**config.mk**
```make
export PLATFORM = sky130hd
export DESIGN_NAME = sdram_arbiter
export DESIGN_NICKNAME = d
export VERILOG_FILES = /design/src/rtl/sdram_arbiter_pkg.sv /design/src/rtl/sdram_refresh_timer.sv /design/src/rtl/sdram_arbiter.sv
export SDC_FILE = /design/constraint.sdc
export NUM_CORES = 1
export LEC_CHECK = 0
export CAP_MARGIN = 20
export CORE_MARGIN = 8
export CORE_UTILIZATION = 33
export DETAILED_ROUTE_END_ITERATION = 8
export MAX_ROUTING_LAYER = met4
export PLACE_DENSITY = 0.95
export SETUP_SLACK_MARGIN = 0.15
export SLEW_MARGIN = 20
export SYNTH_ARGS = -nofsm -noshare
export SYNTH_HDL_FRONTEND = slang
export SYNTH_HIERARCHICAL = 1
export SYNTH_SLANG_ARGS = --single-unit
```
**constraint.sdc**
```tcl
create_clock -name clk -period 6.15 [get_ports clk]
set_clock_uncertainty 0.2 [all_clocks]
set_input_delay 1.23 -clock clk [delete_from_list [all_inputs] [get_ports clk]]
set_output_delay 1.23 -clock clk [all_outputs]
set_load 0.05 [all_outputs]
```
**src/rtl/sdram_arbiter_pkg.sv**
```systemverilog
// Shared types and constants for the two-port SDRAM controller arbiter.
// Latency: n/a (types only).
// Backpressure: n/a.
package sdram_arbiter_pkg;

    // Controller user-interface command encodings
    localparam logic [2:0] CMD_LOAD_MODE = 3'b000;
    localparam logic [2:0] CMD_REFRESH   = 3'b001;
    localparam logic [2:0] CMD_PRECHARGE = 3'b010;
    localparam logic [2:0] CMD_ACTIVATE  = 3'b011;
    localparam logic [2:0] CMD_WRITE     = 3'b100;
    localparam logic [2:0] CMD_READ      = 3'b101;

    // Address width carried inside the command bundle
    localparam int SDRC_ADDR_W = 21;

    typedef enum logic [2:0] {
        ST_WAIT_INIT = 3'd0,
        ST_IDLE      = 3'd1,
        ST_GRANT0    = 3'd2,
        ST_GRANT1    = 3'd3,
        ST_REF_ISSUE = 3'd4,
        ST_REF_BUSY  = 3'd5
    } state_t;

    // One command as presented to the controller (cmd_en travels separately)
    typedef struct packed {
        logic [2:0]             cmd;
        logic [SDRC_ADDR_W-1:0] addr;
        logic [3:0]             dqm;
        logic [31:0]            data;
        logic [7:0]             data_len;
    } sdrc_cmd_t;

endpackage

```
**src/rtl/sdram_refresh_timer.sv**
```systemverilog
// Auto-refresh interval counter with pending and sticky late flags.
// Latency: pending rises the cycle after the counter expires.
// Backpressure: pending holds until issue_done; a second expiry meanwhile sets late.
module sdram_refresh_timer
    import sdram_arbiter_pkg::*;
#(
    parameter int IntervalCycles = 405
) (
    input  logic clk,
    input  logic rst,
    input  logic run,
    input  logic abort,
    input  logic issue_done,
    output logic refresh_pending,
    output logic refresh_late
);

    localparam int CntW = (IntervalCycles > 1) ? $clog2(IntervalCycles) : 1;
    localparam logic [CntW-1:0] Reload = CntW'(IntervalCycles - 1);

    logic [CntW-1:0] cnt_q, cnt_d;
    logic            pending_q, pending_d;
    logic            late_q, late_d;
    logic            expire;

    // Count down while the controller is initialised; reload on expiry
    always_comb begin
        cnt_d  = cnt_q;
        expire = 1'b0;
        if (run) begin
            if (cnt_q == '0) begin
                cnt_d  = Reload;
                expire = 1'b1;
            end else begin
                cnt_d = cnt_q - CntW'(1);
            end
        end
    end

    // Pending is consumed by the issued refresh; an expiry that finds an
    // unconsumed refresh means the schedule slipped, which latches late
    always_comb begin
        pending_d = pending_q;
        late_d    = late_q;
        if (abort) begin
            pending_d = 1'b0;
        end else begin
            if (issue_done) begin
                pending_d = 1'b0;
            end
            if (expire) begin
                if (pending_q && !issue_done) begin
                    late_d = 1'b1;
                end
                pending_d = 1'b1;
            end
        end
    end

    // Timer state registers
    always_ff @(posedge clk or posedge rst) begin
        if (rst) begin
            cnt_q     <= Reload;
            pending_q <= 1'b0;
            late_q    <= 1'b0;
        end else begin
            cnt_q     <= cnt_d;
            pending_q <= pending_d;
            late_q    <= late_d;
        end
    end

    assign refresh_pending = pending_q;
    assign refresh_late    = late_q;

endmodule

```
**src/rtl/sdram_arbiter.sv**
```systemverilog
// Two-requester arbiter for the SDRAM controller user port; also schedules auto-refresh.
// Latency: grant registered one cycle after req is sampled; command path is combinational.
// Backpressure: holder keeps the port until it drops req; SDRAM_ARB_FIXED_PRIORITY_EN selects fixed m0 priority.
module sdram_arbiter
    import sdram_arbiter_pkg::*;
#(
    parameter int RefreshIntervalCycles = 405,
    parameter int RefreshBusyCycles     = 8,
    parameter int AddressBitWidth       = 21
) (
    input  logic                       clk,
    input  logic                       rst,
    input  logic                       init_done,
    // requester 0
    input  logic                       m0_req,
    output logic                       m0_gnt,
    input  logic                       m0_cmd_en,
    input  logic [2:0]                 m0_cmd,
    input  logic [AddressBitWidth-1:0] m0_addr,
    input  logic [3:0]                 m0_dqm,
    input  logic [31:0]                m0_data,
    input  logic [7:0]                 m0_data_len,
    output logic                       m0_cmd_ack,
    // requester 1
    input  logic                       m1_req,
    output logic                       m1_gnt,
    input  logic                       m1_cmd_en,
    input  logic [2:0]                 m1_cmd,
    input  logic [AddressBitWidth-1:0] m1_addr,
    input  logic [3:0]                 m1_dqm,
    input  logic [31:0]                m1_data,
    input  logic [7:0]                 m1_data_len,
    output logic                       m1_cmd_ack,
    // controller side
    output logic                       sdrc_cmd_en,
    output logic [2:0]                 sdrc_cmd,
    output logic [AddressBitWidth-1:0] sdrc_addr,
    output logic [3:0]                 sdrc_dqm,
    output logic [31:0]                sdrc_data,
    output logic [7:0]                 sdrc_data_len,
    input  logic                       sdrc_cmd_ack,
    output logic                       refresh_late
);

    localparam int BusyW = (RefreshBusyCycles > 1) ? $clog2(RefreshBusyCycles) : 1;
    localparam logic [BusyW-1:0] BusyReload = BusyW'(RefreshBusyCycles - 1);

    state_t           state_q, state_d;
    logic             m0_gnt_q, m0_gnt_d;
    logic             m1_gnt_q, m1_gnt_d;
    logic [BusyW-1:0] busy_q, busy_d;
    logic             refresh_pending;
    logic             issue_done;
    logic             timer_run;
    sdrc_cmd_t        m0_bundle, m1_bundle, out_bundle;
    logic             out_cmd_en;
`ifndef SDRAM_ARB_FIXED_PRIORITY_EN
    logic             rr_last_q, rr_last_d;
`endif

    // Refresh interval only runs once the controller is up and we have left WAIT_INIT
    assign timer_run = init_done && (state_q != ST_WAIT_INIT);

    sdram_refresh_timer #(
        .IntervalCycles (RefreshIntervalCycles)
    ) u_refresh_timer (
        .clk             (clk),
        .rst             (rst),
        .run             (timer_run),
        .abort           (!init_done),
        .issue_done      (issue_done),
        .refresh_pending (refresh_pending),
        .refresh_late    (refresh_late)
    );

    // Pack requester command fields into bundles for the output mux
    always_comb begin
        m0_bundle = '{cmd: m0_cmd, addr: SDRC_ADDR_W'(m0_addr), dqm: m0_dqm,
                      data: m0_data, data_len: m0_data_len};
        m1_bundle = '{cmd: m1_cmd, addr: SDRC_ADDR_W'(m1_addr), dqm: m1_dqm,
                      data: m1_data, data_len: m1_data_len};
    end

    // Next-state: init gate, refresh ahead of requesters, holder keeps the port until it lets go
    always_comb begin
        state_d    = state_q;
        busy_d     = busy_q;
        issue_done = 1'b0;
`ifndef SDRAM_ARB_FIXED_PRIORITY_EN
        rr_last_d  = rr_last_q;
`endif
        if (!init_done) begin
            state_d = ST_WAIT_INIT;
        end else begin
            case (state_q)
                ST_WAIT_INIT: state_d = ST_IDLE;
                ST_IDLE: begin
                    if (refresh_pending) begin
                        state_d = ST_REF_ISSUE;
                    end else if (m0_req && m1_req) begin
`ifdef SDRAM_ARB_FIXED_PRIORITY_EN
                        state_d = ST_GRANT0;
`else
                        state_d = rr_last_q ? ST_GRANT0 : ST_GRANT1;
`endif
                    end else if (m0_req) begin
                        state_d = ST_GRANT0;
                    end else if (m1_req) begin
                        state_d = ST_GRANT1;
                    end
                end
                ST_GRANT0: begin
                    if (!m0_req) begin
                        state_d = ST_IDLE;
`ifndef SDRAM_ARB_FIXED_PRIORITY_EN
                        rr_last_d = 1'b0;
`endif
                    end
                end
                ST_GRANT1: begin
                    if (!m1_req) begin
                        state_d = ST_IDLE;
`ifndef SDRAM_ARB_FIXED_PRIORITY_EN
                        rr_last_d = 1'b1;
`endif
                    end
                end
                ST_REF_ISSUE: begin
                    if (sdrc_cmd_ack) begin
                        issue_done = 1'b1;
                        busy_d     = BusyReload;
                        state_d    = ST_REF_BUSY;
                    end
                end
                ST_REF_BUSY: begin
                    if (busy_q == '0) begin
                        state_d = ST_IDLE;
                    end else begin
                        busy_d = busy_q - BusyW'(1);
                    end
                end
                default: state_d = ST_WAIT_INIT;
            endcase
        end
    end

    // Grants are flops decoded from the next state so they never glitch
    always_comb begin
        m0_gnt_d = (state_d == ST_GRANT0);
        m1_gnt_d = (state_d == ST_GRANT1);
    end

    // Controller mux: only the holder reaches the controller and sees cmd_ack
    always_comb begin
        out_cmd_en = 1'b0;
        out_bundle = '0;
        m0_cmd_ack = 1'b0;
        m1_cmd_ack = 1'b0;
        case (state_q)
            ST_GRANT0: begin
                out_cmd_en = m0_cmd_en;
                out_bundle = m0_bundle;
                m0_cmd_ack = sdrc_cmd_ack;
            end
            ST_GRANT1: begin
                out_cmd_en = m1_cmd_en;
                out_bundle = m1_bundle;
                m1_cmd_ack = sdrc_cmd_ack;
            end
            ST_REF_ISSUE: begin
                out_cmd_en     = 1'b1;
                out_bundle.cmd = CMD_REFRESH;
            end
            default: ;
        endcase
    end

    assign sdrc_cmd_en   = out_cmd_en;
    assign sdrc_cmd      = out_bundle.cmd;
    assign sdrc_addr     = AddressBitWidth'(out_bundle.addr);
    assign sdrc_dqm      = out_bundle.dqm;
    assign sdrc_data     = out_bundle.data;
    assign sdrc_data_len = out_bundle.data_len;
    assign m0_gnt        = m0_gnt_q;
    assign m1_gnt        = m1_gnt_q;

    // Arbiter state; reset parks in WAIT_INIT so nothing is granted before the controller is ready
    always_ff @(posedge clk or posedge rst) begin
        if (rst) begin
            state_q   <= ST_WAIT_INIT;
            m0_gnt_q  <= 1'b0;
            m1_gnt_q  <= 1'b0;
            busy_q    <= '0;
`ifndef SDRAM_ARB_FIXED_PRIORITY_EN
            rr_last_q <= 1'b1;
`endif
        end else begin
            state_q   <= state_d;
            m0_gnt_q  <= m0_gnt_d;
            m1_gnt_q  <= m1_gnt_d;
            busy_q    <= busy_d;
`ifndef SDRAM_ARB_FIXED_PRIORITY_EN
            rr_last_q <= rr_last_d;
`endif
        end
    end

endmodule

```
# Word-level counts from Yosys, hierarchy flattened
# Index checks and enable logic that the tools add are counted.
# word_totals
reg_bits	20
inputBits	144
output_inout_bits	74
wordCells	66
# classes
add_sub_neg	2
n_eq_ne	12
n_mux	31
reduce_logical	13
# op_table
operator	count
one-hot mux 65 bit (2 select lines)	1
2-to-1 mux 3 bit	11
one-hot mux 3 bit (6 select lines)	1
2-to-1 mux 1 bit	13
== test 3 x 2 -> 1 bit (second input constant)	4
zero test 9 bit	1
2-to-1 mux 9 bit	1
one-hot mux 3 bit (3 select lines)	1
subtractor 9 x 1 -> 9 bit (second input constant)	1
!= test 2 bit (second input constant)	4
AND reduction 4 bit	2
== test 3 bit (second input constant)	2
zero test 3 bit	2
one-hot mux 3 bit (2 select lines)	1
nonzero test 2 bit	2
== test 3 x 1 -> 1 bit (second input constant)	1
logical AND 1 bit	3
!= test 3 x 1 -> 1 bit (second input constant)	1
one-hot mux 1 bit (3 select lines)	1
AND reduction 3 bit	1
nonzero test 3 bit	1
subtractor 3 x 1 -> 3 bit (second input constant)	1
one-hot mux 1 bit (2 select lines)	1
zero test 1 bit	1

# Logic depth before layout (Yosys ltp)
# Gate-level depths: netlist of run 1.
# logic_depth
depth_word	7
mapped_depth	7
ltp_nobuf	6

# By module
# The synthesis of run 1 kept the hierarchy.
# by_module_without_submodules
module	n_inst	cells_each	area_per_inst_um2	seq_area_each_um2
sdram_arbiter	1	222	1665.3	226.5
sdram_refresh_timer	1	55	568.0	280.3

# Worst setup path after synthesis of run 1
# No wires, ideal clock.
# synth_path
path_kind	input-to-output
start	in m1_cmd[0]
end	out sdrc_cmd[0]
arrival_ps	2370
required_ps	4720
path_slack_ps	2350
cell_stages	2
n_path_buf	0
path_cell_list	mux2i_1 -> o21ai_0
# synth_via
elab_chain_cells	1
# synth_rtl
item	line	rtl
from (decl)	sdram_arbiter.sv:28	input logic [2:0] m1_cmd,
one-hot mux 3 bit (3 select lines)	sdram_arbiter.sv:159	case (state_q)
to (decl)	sdram_arbiter.sv:36	output logic [2:0] sdrc_cmd,
# No other way between the ends.

# Final worst setup path of run 1
# layout_path
start	reg state_q[0]
end	out sdrc_data[1]
# layout_via
elab_chain_cells	2
word_cells_on_any_way	3
cone_classes	eq/ne: 2; mux: 1
# layout_rtl
item	line	rtl
from (decl)	sdram_arbiter.sv:48	state_t state_q, state_d;
from (signal assigned)	sdram_arbiter.sv:198	state_q <= state_d;
== test 3 x 2 -> 1 bit	sdram_arbiter.sv:159	
one-hot mux 65 bit (2 select lines) *	sdram_arbiter.sv:159	
to (decl)	sdram_arbiter.sv:39	output logic [31:0] sdrc_data,
# Every way passes the cells marked *; elsewhere a longest branch is shown, timed or not.

==> results of run 1 <==
==> layer usage <==
| layer | vias up | part of all wire (%) | global-route usage, % |
|---|---|---|---|
| met5 | - | 0 | - |
| met4 | 0 | 1.2 | 3.42 |
| met3 | 13 | 6.6 | 3.77 |
| met2 | 114 | 54 | 40.8 |
| met1 | 1325 | 38 | 23.9 |
| li1 | 1356 | - | - |
==> cell families (layout without fill, tap and decap cells) <==
kind of cell,Yosys count,after routing,share of synthesized area [%]
AND/OR/NAND/NOR,123,123,25.5
AO/OA/AOI/OAI,26,26,8.74
multiplexers,72,72,32.4
adder cells (fa/ha/maj),3,3,1.68
XOR/XNOR,3,3,1.18
flip-flops,20,20,22.7
buffers and inverters,30,234,7.79
==> metrics by stage <==
stage / setup slack, ns / util [%] / instance area, µm² / hold WS, ns
2_1_floorplan: 2.35 / - / 2230 / 0.250
3_3_place_gp: 1.89 / 65.8 / 4390 / 0.260
3_5_place_dp: 1.88 / 65.8 / 4390 / 0.265
4_1_cts: 1.81 / 66.8 / 4470 / 0.283
5_1_grt: 1.63 / 66.8 / 4470 / 0.310
6_report: 1.79 / 66.8 / 4470 / 0.278
==> final cells by class <==
class	instances	area, µm²	area share (%)
Clock buffer	3	41.3	0.925
Clock inverter	1	30.0	0.672
Inverter	11	41.3	0.925
Multi-Input combinational cell	227	1560	34.8
Sequential cell	20	510	11.4
Tap cell	80	100	2.24
Timing Repair Buffer	219	2190	49.0
==> cell usage in the layout (no fill, tap or decap), types with 2 or more instances in the layout <==
master and n:
sky130_fd_sc_hd__clkdlybuf4s50_1 217, sky130_fd_sc_hd__nor2_1 76, sky130_fd_sc_hd__mux2i_1 70, sky130_fd_sc_hd__dfrtp_1 14
sky130_fd_sc_hd__inv_1 11, sky130_fd_sc_hd__nor3_1 9, sky130_fd_sc_hd__o21ai_0 6, sky130_fd_sc_hd__nand2_1 6
sky130_fd_sc_hd__nor2b_1 5, sky130_fd_sc_hd__nand2b_1 5, sky130_fd_sc_hd__a21oi_1 5, sky130_fd_sc_hd__dfstp_2 5
sky130_fd_sc_hd__nand3_1 4, sky130_fd_sc_hd__ha_1 3, sky130_fd_sc_hd__clkbuf_8 3, sky130_fd_sc_hd__or3_1 3
sky130_fd_sc_hd__or2_2 2, sky130_fd_sc_hd__o21ai_1 2, sky130_fd_sc_hd__and2_1 2, sky130_fd_sc_hd__buf_4 2
sky130_fd_sc_hd__nor4b_1 2, sky130_fd_sc_hd__xor2_1 2
==> flip-flops by register name, summed over array words and instances, names as in the netlist <==
register,cells
state_q,3
rr_last_q,1
m0_gnt,1
u_refresh_timer/refresh_pending,1
u_refresh_timer/refresh_late,1
busy_q,3
m1_gnt,1
u_refresh_timer/cnt_q,9
==> worst paths after layout <==
path / from / endpoint / slack [ns] / cells past startpoint
setup / recovery: state_q[0]$_DFF_PP0_ / sdrc_data[1] / 1.79 / 4
hold / removal: rr_last_q$_DFFE_PP1P_ / rr_last_q$_DFFE_PP1P_ / 0.28 / 2
setup reg to reg: state_q[0]$_DFF_PP0_ / u_refresh_timer/cnt_q[6]$_DFFE_PP0P_ / 3.19 / 5
hold reg to reg: rr_last_q$_DFFE_PP1P_ / rr_last_q$_DFFE_PP1P_ / 0.28 / 2
max in group asynchronous: rst / u_refresh_timer/cnt_q[8]$_DFFE_PP1P_ / 4.34 / 2
min in group asynchronous: rst / state_q[2]$_DFF_PP0_ / 1.05 / 2
==> tightest hold or removal path, delay by kind of cell (launching register included) <==
kind	cells	cell delay (ns)
flip-flops	1	0.38
AO/OA/AOI/OAI	1	0.05
AND/OR/NAND/NOR	1	0.05
==> power groups by stage <==
stage	Combinational (W)	Sequential (W)	Clock (W)
after floorplan	0.000340	0.000211	0
after global placement	0.000489	0.000243	0
after detailed placement	0.000502	0.000249	0
after CTS	0.000505	0.000247	0.000133
after global routing	0.000537	0.000254	0.000139
final	0.000503	0.000247	0.000132
==> results.yml, run 1 <==
status:
  outcome: "finished, final reports clean"
synthesis:
  total_nets_after_synthesis: 424
  synth_top_flop_cell: "sky130_fd_sc_hd__dfrtp_1"
  postSynthAreaPerCell_um2: 8.06
  synth.distinct_cells: 47
  synthTopCellsByArea: "sky130_fd_sc_hd__mux2i_1, sky130_fd_sc_hd__dfrtp_1, sky130_fd_sc_hd__nor2_1"
  synthTopCellsByCount: "sky130_fd_sc_hd__nor2_1, sky130_fd_sc_hd__mux2i_1, sky130_fd_sc_hd__dfrtp_1, sky130_fd_sc_hd__inv_1, sky130_fd_sc_hd__nor3_1"
  post_synth_instance_area_um2: 2230
  synth_top_cell_by_area: "sky130_fd_sc_hd__mux2i_1"
  synth_instances: 277
  synth.most_common_cell: "sky130_fd_sc_hd__nor2_1"
  synth_enable_flop_cells: 0
  synth-warning-count: 6
  seq_area_frac_synth_pct: 22.7
  synth_seq_cells: 20
  synth_largest_type_area_fraction_pct: 31.4
  synthArstFlopShare_pct: 100
route:
  first_pass_iteration_count_of_the_detailed_router: 6
  antenna_left: 0
  vias: 2808
  initialDrtViolationCount: 94
  wirelength_um: 11000
  avgViaCountPerCell: 5.01
  route.detailed.wl_per_inst_um: 19.5
  drc: 0
run:
  maxCapViolCount: 0
cts:
  tritoncts.num_buffers: 3
  tritoncts: "yes"
  clock_tree.htree_level_count: 1
  postCtsSetupRepairBufs: 0
  postCtsHoldBufs: 0
  post_cts.resized_instances: 0
  clock_slew_at_the_register_clock_pins_of_the_worst_setup_and_hold_paths_ns: 0.08
  clock_tree.root_cell: "sky130_fd_sc_hd__clkbuf_8"
  max_buffers_root_to_sink: 2
  cts_num_sinks: 20
  clk-insertion-delay-late_ns: 0.26
layout:
  instances_no_fill: 561
  antenna_cells: 0
  finalNetCount: 629
  fraction_of_final_layout_cells_sized_beyond_drive_strength_1_pct: 4.99
  number_of_filler_instances_in_the_final_layout: 523
  area_delta_synth_final_pct: 99.9
die:
  die_width_um: 98.3
  die_h_um: 98.3
  start_util_pct: 33.4
  floorplan.die_area_um2: 9660
  ios: 218
  core.rowCount: 30
  design.core.area_um2: 6680
power:
  power_leakage_nw: 1.81
  switching_share_pct: 43.2
  combinationalPowerShare_pct: 57.0
  power.density_nw_per_um2: 197
  seq_power_share_pct: 28.0
  clock_power_share_pct: 14.9
  power_switching_w: 0.000381
  fin_total_pwr_w: 0.000881
  max-vdd-ir-drop_mv: 0.237
  internal_power_w: 0.000501
timing:
  report.final.hold_viol_count: 0
  actual_slew_at_the_worst_max_slew_pin_ns: 1.11
  fin_setup_tns_ns: 0
  slew_viol_final: 0
  grt_setup_unrepaired: "false"
  finalCritPeriodShare_pct: 70.9
  finalWorstPathRequiredPeriod_ns: 4.36
  worst_slew_margin_rel_pct: 26.2
  max_freq_ghz: 0.229
  timing.final.setup_violations: 0
global_route:
  residual_overflow_from_global_routing: 0
  antenna_found_initial: 0
  grt_usage_pct: 21.8
  via_count_of_the_first_global_routing_pass: 2705
  wire_length_of_the_first_global_routing_pass_um: 16400
  maximum_number_of_pins_on_one_net_before_global_route_repair: 74
setup_path:
  path_delay_family: "buffers and inverters"
  cp_slowest_stage_delay_ns: 1.15
  worst-path-buf-inv: 2
  worst_ep_required_time_ns: 4.72
  cp_class: "reg2out"
  worst_path_fanout_max: 73
  timing.critical_path.to_type: "primary output"
  timing.critical_path.slowest_stage_cell: "sky130_fd_sc_hd__dfrtp_4"
  cp_cell_sequence: "buf_4, mux2i_1, nor2_1, clkdlybuf4s50_1"
  worst_setup_path_start_kind: "flip-flop"
  crit_arrival_ns: 2.93
placement:
  dpl.hpwl_um: 9180
  placed_cells_incl_taps: 557
  numPortBuffers: 217
  globalplace.congestion: 0.872
worst_hold_path:
  hp-class: "reg2reg"
Power figures use the tool's default switching activity.
==> inputs of run 2 (changes only) <==
--- a/config.mk
+++ b/config.mk
@@ -7,10 +7,10 @@
 export LEC_CHECK = 0
 export CAP_MARGIN = 20
 export CORE_MARGIN = 8
-export CORE_UTILIZATION = 33
+export CORE_UTILIZATION = 28
 export DETAILED_ROUTE_END_ITERATION = 8
 export MAX_ROUTING_LAYER = met4
-export PLACE_DENSITY = 0.95
+export PLACE_DENSITY = 0.89
 export SETUP_SLACK_MARGIN = 0.15
 export SLEW_MARGIN = 20
 export SYNTH_ARGS = -nofsm -noshare
==> constraint.sdc (replaced) <==
create_clock -name clk -period 3.75 [get_ports clk]
set_clock_uncertainty 0.2 [all_clocks]
set_input_delay 0.75 -clock clk [delete_from_list [all_inputs] [get_ports clk]]
set_output_delay 0.75 -clock clk [all_outputs]
set_load 0.05 [all_outputs]
==> run 2 against run 1 <==
Net effect: critical path depth is the same; setup slack worse by 1.4 ns; sequential cell count is the same; clock power grew 23%; register-to-register slack worse by 2.3 ns; critical path type unchanged; highest routed layer unchanged.
==> results.yml, run 2 (synthesis results as in run 1) <==
cts:
  post_cts.resized_instances: 0
  clock_slew_at_the_register_clock_pins_of_the_worst_setup_and_hold_paths_ns: 0.07
  postCtsHoldBufs: 0
  clk-insertion-delay-late_ns: 0.26
  max_buffers_root_to_sink: 2
  clock_tree.htree_level_count: 1
  tritoncts.num_buffers: 3
  cts_num_sinks: 20
  tritoncts: "yes"
  postCtsSetupRepairBufs: 0
  clock_tree.root_cell: "sky130_fd_sc_hd__clkbuf_8"
die:
  die_h_um: 105
  floorplan.die_area_um2: 11100
  start_util_pct: 28.9
  design.core.area_um2: 7730
  core.rowCount: 32
  ios: 218
  die_width_um: 105
layout:
  area_delta_synth_final_pct: 103
  largest_reg_flops: 9
  antenna_cells: 0
  fraction_of_final_layout_cells_sized_beyond_drive_strength_1_pct: 5.58
  mostFrequentLayoutCells: "sky130_fd_sc_hd__clkdlybuf4s50_1, sky130_fd_sc_hd__nor2_1, sky130_fd_sc_hd__mux2i_1"
  number_of_filler_instances_in_the_final_layout: 656
  largest_registers: "u_refresh_timer/cnt_q (9), busy_q (3), state_q (3)"
  max_flop_register: "u_refresh_timer/cnt_q"
  finish.utilization_pct: 58.5
  finalNetCount: 632
  layout.cells.most_common: "sky130_fd_sc_hd__clkdlybuf4s50_1"
placement:
  globalplace.congestion: 0.837
  numPortBuffers: 217
  dp_slack_ns: 0.454
  dpl.hpwl_um: 9680
timing:
  grt_setup_unrepaired: "false"
  finalCritPeriodShare_pct: 89.8
  actual_slew_at_the_worst_max_slew_pin_ns: 0.654
  report.final.hold_viol_count: 0
  slew_viol_final: 0
  worst_slew_margin_rel_pct: 56.4
  worst_slack_ns: 0.384
  max_freq_ghz: 0.297
  finalWorstPathRequiredPeriod_ns: 3.37
  fin_setup_tns_ns: 0
  timing.final.setup_violations: 0
power:
  max-vdd-ir-drop_mv: 0.321
  power.density_nw_per_um2: 310
  power_leakage_nw: 1.83
route:
  avgViaCountPerCell: 4.88
  first_pass_iteration_count_of_the_detailed_router: 4
  wirelength_um: 11400
  route.detailed.wl_per_inst_um: 19.4
  vias: 2858
  antenna_left: 0
  drc: 0
  initialDrtViolationCount: 86
setup_path:
  cp_cell_sequence: "buf_12, mux2i_1, nor2_1, clkdlybuf4s50_1"
  cp_slowest_stage_delay_ns: 0.81
  timing.critical_path.slowest_stage_cell: "sky130_fd_sc_hd__dfrtp_4"
  crit_arrival_ns: 2.42
  path_delay_family: "buffers and inverters"
  worst_ep_required_time_ns: 2.80
  worst_path_fanout_max: 36
  cp_class: "reg2out"
  reg2reg_slack_ns: 0.89
  worst-path-buf-inv: 2
  timing.critical_path.to_type: "primary output"
  worst_setup_path_start_kind: "flip-flop"
run:
  maxCapViolCount: 0
global_route:
  antenna_found_initial: 0
  maximum_number_of_pins_on_one_net_before_global_route_repair: 70
  via_count_of_the_first_global_routing_pass: 2877
  residual_overflow_from_global_routing: 0
  wire_length_of_the_first_global_routing_pass_um: 16800
  grt_usage_pct: 19.6
status:
  outcome: "finished, final reports clean"
worst_hold_path:
  hp-class: "reg2reg"
-- run 2: cell count changes in the layout (fill, tap and decap cells not counted), sizes merged --
cell    change
buf         +3
clkbuf      +1
bufinv      -1
-- run 2: worst min-delay path, cell delays in order, from the launching register on --
cell and delay, ns:
sky130_fd_sc_hd__dfstp_2 0.37, sky130_fd_sc_hd__o31ai_1 0.06, sky130_fd_sc_hd__nand2_1 0.05
-- run 2: final timing paths --
check                                 startpoint                                    to  cells past startpoint
min in group asynchronous                    rst                 busy_q[2]$_DFFE_PP0P_                      2
max reg2reg                 state_q[0]$_DFF_PP0_  u_refresh_timer/cnt_q[6]$_DFFE_PP0P_                      6
min                        rr_last_q$_DFFE_PP1P_                 rr_last_q$_DFFE_PP1P_                      2
max                         state_q[0]$_DFF_PP0_                      sdrc_data_len[2]                      4
max in group asynchronous                    rst  u_refresh_timer/cnt_q[7]$_DFFE_PP1P_                      2
min reg2reg                rr_last_q$_DFFE_PP1P_                 rr_last_q$_DFFE_PP1P_                      2
-- run 2: through the flow --
stage	cell area, µm²	total power, W	instances	hold WS (ns)
floorplan	2230	0.000903	277	0.250
global placement	4470	0.00122	582	0.263
detailed placement	4470	0.00124	582	0.264
CTS	4520	0.00141	586	0.290
global route	4520	0.00148	586	0.303
finish	4520	0.00140	586	0.284
-- run 2: routing by layer --
layer  part of all wire [%]  track usage, %
met5                      0               -
met3                    5.8            3.47
met1                     38            20.1
met2                     53            36.3
met4                    3.3            7.24
-- run 2: where the power goes --
part | leakage [nW] | internal (W) | switching, W
clock | 0.0288 | 0.0000934 | 0.0000682
combinational | 1.55 | 0.000400 | 0.000460
sequential | 0.244 | 0.000288 | 0.0000956
-- run 2: layout make-up --
class / count / area, µm² / area share (%)
multi-input cells: 227 / 1560 / 34.4
flip-flops and latches: 20 / 510 / 11.3
clock buffers: 4 / 55.1 / 1.22
inverters: 11 / 41.3 / 0.913
well taps: 102 / 128 / 2.82
repair buffers: 222 / 2230 / 49.4
==> inputs of run 3 (changes only) <==
--- a/config.mk
+++ b/config.mk
@@ -10,7 +10,8 @@
 export CORE_UTILIZATION = 28
 export DETAILED_ROUTE_END_ITERATION = 8
 export MAX_ROUTING_LAYER = met4
-export PLACE_DENSITY = 0.89
+export PLACE_DENSITY_LB_ADDON = 0.3
+export REMOVE_ABC_BUFFERS = 1
 export SETUP_SLACK_MARGIN = 0.15
 export SLEW_MARGIN = 20
 export SYNTH_ARGS = -nofsm -noshare
==> run 3 against run 2 <==
Net effect: clock power grew 3%; non-clock buffer count grew 4; fmax shrank 2.3%; combinational power is essentially flat; sequential cell count is the same; first-iteration DRC count shrank 19%; critical path type unchanged.
==> results.yml, run 3 (synthesis results as in run 1) <==
cts:
  tritoncts.num_buffers: 3
  cts_num_sinks: 20
  clock_slew_at_the_register_clock_pins_of_the_worst_setup_and_hold_paths_ns: 0.08
  postCtsHoldBufs: 0
  postCtsSetupRepairBufs: 0
  clock_tree.htree_level_count: 1
  post_cts.resized_instances: 0
  clk-insertion-delay-late_ns: 0.26
  max_buffers_root_to_sink: 2
  clock_tree.root_cell: "sky130_fd_sc_hd__clkbuf_8"
  tritoncts: "yes"
route:
  route.detailed.wl_per_inst_um: 19.1
  first_pass_iteration_count_of_the_detailed_router: 4
  vias: 2769
  avgViaCountPerCell: 4.67
  initialDrtViolationCount: 70
  drc: 0
  wirelength_um: 11300
  antenna_left: 0
timing:
  hold-worst-slack_ns: 0.281
  slew_viol_final: 0
  actual_slew_at_the_worst_max_slew_pin_ns: 0.595
  finalCritPeriodShare_pct: 91.9
  grt_setup_unrepaired: "false"
  finalWorstPathRequiredPeriod_ns: 3.45
  report.final.hold_viol_count: 0
  timing.final.setup_violations: 0
  worst_slew_margin_rel_pct: 60.2
  max_freq_ghz: 0.290
  fin_setup_tns_ns: 0
setup_path:
  timing.critical_path.to_type: "primary output"
  crit_start: "state_q[0]$_DFF_PP0_"
  reg2reg_from: "state_q[0]$_DFF_PP0_"
  worst_setup_path_start_kind: "flip-flop"
  worst_path_fanout_max: 37
  worst_ep_required_time_ns: 2.80
  crit_arrival_ns: 2.50
  cp_class: "reg2out"
die:
  die_h_um: 105
  start_util_pct: 28.9
  ios: 218
  floorplan.die_area_um2: 11100
  design.core.area_um2: 7730
  core.rowCount: 32
  die_width_um: 105
status:
  outcome: "finished, final reports clean"
power:
  internal_power_w: 0.000784
  clock_power_share_pct: 11.9
  max-vdd-ir-drop_mv: 0.161
  combinationalPowerShare_pct: 61.3
  seq_power_share_pct: 26.8
  power_leakage_nw: 1.86
  power_switching_w: 0.000623
  power.density_nw_per_um2: 309
  switching_share_pct: 44.3
layout:
  largest_reg_flops: 9
  finalNetCount: 636
  largest_registers: "u_refresh_timer/cnt_q (9), busy_q (3), state_q (3)"
  fraction_of_final_layout_cells_sized_beyond_drive_strength_1_pct: 7.17
  layout.cells.most_common: "sky130_fd_sc_hd__clkdlybuf4s50_1"
  max_flop_register: "u_refresh_timer/cnt_q"
  area_delta_synth_final_pct: 104
  mostFrequentLayoutCells: "sky130_fd_sc_hd__clkdlybuf4s50_1, sky130_fd_sc_hd__nor2_1, sky130_fd_sc_hd__mux2i_1"
  instances_no_fill: 593
placement:
  globalplace.congestion: 0.834
  numPortBuffers: 217
  dpl.hpwl_um: 9890
  placed_cells_incl_taps: 586
run:
  maxCapViolCount: 0
global_route:
  wire_length_of_the_first_global_routing_pass_um: 17000
  residual_overflow_from_global_routing: 0
  via_count_of_the_first_global_routing_pass: 2990
  maximum_number_of_pins_on_one_net_before_global_route_repair: 38
  grt_usage_pct: 20.2
  antenna_found_initial: 1
worst_hold_path:
  min_from: "rr_last_q$_DFFE_PP1P_"
  hp-class: "reg2reg"
-- run 3: cell count changes in the layout (fill, tap and decap cells not counted) --
| cell | delta |
|---|---|
| sky130_fd_sc_hd__clkdlybuf4s50_1 | -4 |
| sky130_fd_sc_hd__buf_4 | +8 |
| sky130_fd_sc_hd__diode_2 | +3 |
-- run 3: power groups by stage --
stage               registers (W)  clock network, W  logic (W)
floorplan                0.000390                 0   0.000507
global placement         0.000377                 0   0.000853
detailed placement       0.000380                 0   0.000866
CTS                      0.000377          0.000172   0.000871
global route             0.000391          0.000181   0.000925
finish                   0.000377          0.000167   0.000863
-- run 3: stage by stage --
step / util, % / area, µm² / setup WS, ns / total power, W
after floorplan: - / 2100 / -1.08 / 0.000897
after global placement: 58.1 / 4490 / 0.488 / 0.00123
after detailed placement: 58.1 / 4490 / 0.487 / 0.00125
after CTS: 58.8 / 4540 / 0.312 / 0.00142
after global routing: 58.8 / 4550 / 0.225 / 0.00150
final: 58.9 / 4550 / 0.303 / 0.00141
-- run 3: worst paths after layout --
path	end	slack [ns]	cells after the start
max	sdrc_addr[6]	0.30	4
min	rr_last_q$_DFFE_PP1P_	0.28	2
max reg2reg	u_refresh_timer/cnt_q[6]$_DFFE_PP0P_	1.27	6
min reg2reg	rr_last_q$_DFFE_PP1P_	0.28	2
max in group asynchronous	u_refresh_timer/cnt_q[2]$_DFFE_PP1P_	2.39	2
min in group asynchronous	state_q[0]$_DFF_PP0_	0.59	2
-- run 3: per-layer routing --
layer / routed length [µm] / global-route usage, % / vias up
li1: - / - / 1378
met2: 5790 / 35.6 / 127
met1: 4210 / 20.7 / 1249
met3: 1020 / 6.76 / 15
met4: 316 / 6.83 / 0
met5: 0 / - / -
-- run 3: cell type report --
class                      instances  area (µm²)
clock buffer                       4        55.1
inverter                          11        41.3
antenna                            3        7.51
sequential                        20         510
tap                              102         128
timing repair buffer             226        2250
multi-input combinational        227        1560
fill                             677        3180
-- run 3: worst max-delay path, cell delays in order, from the launching register on --
cell and delay (ns):
sky130_fd_sc_hd__dfrtp_4 0.77, sky130_fd_sc_hd__buf_4 0.30, sky130_fd_sc_hd__mux2i_1 0.10, sky130_fd_sc_hd__nor2_1 0.19
sky130_fd_sc_hd__clkdlybuf4s50_1 0.85
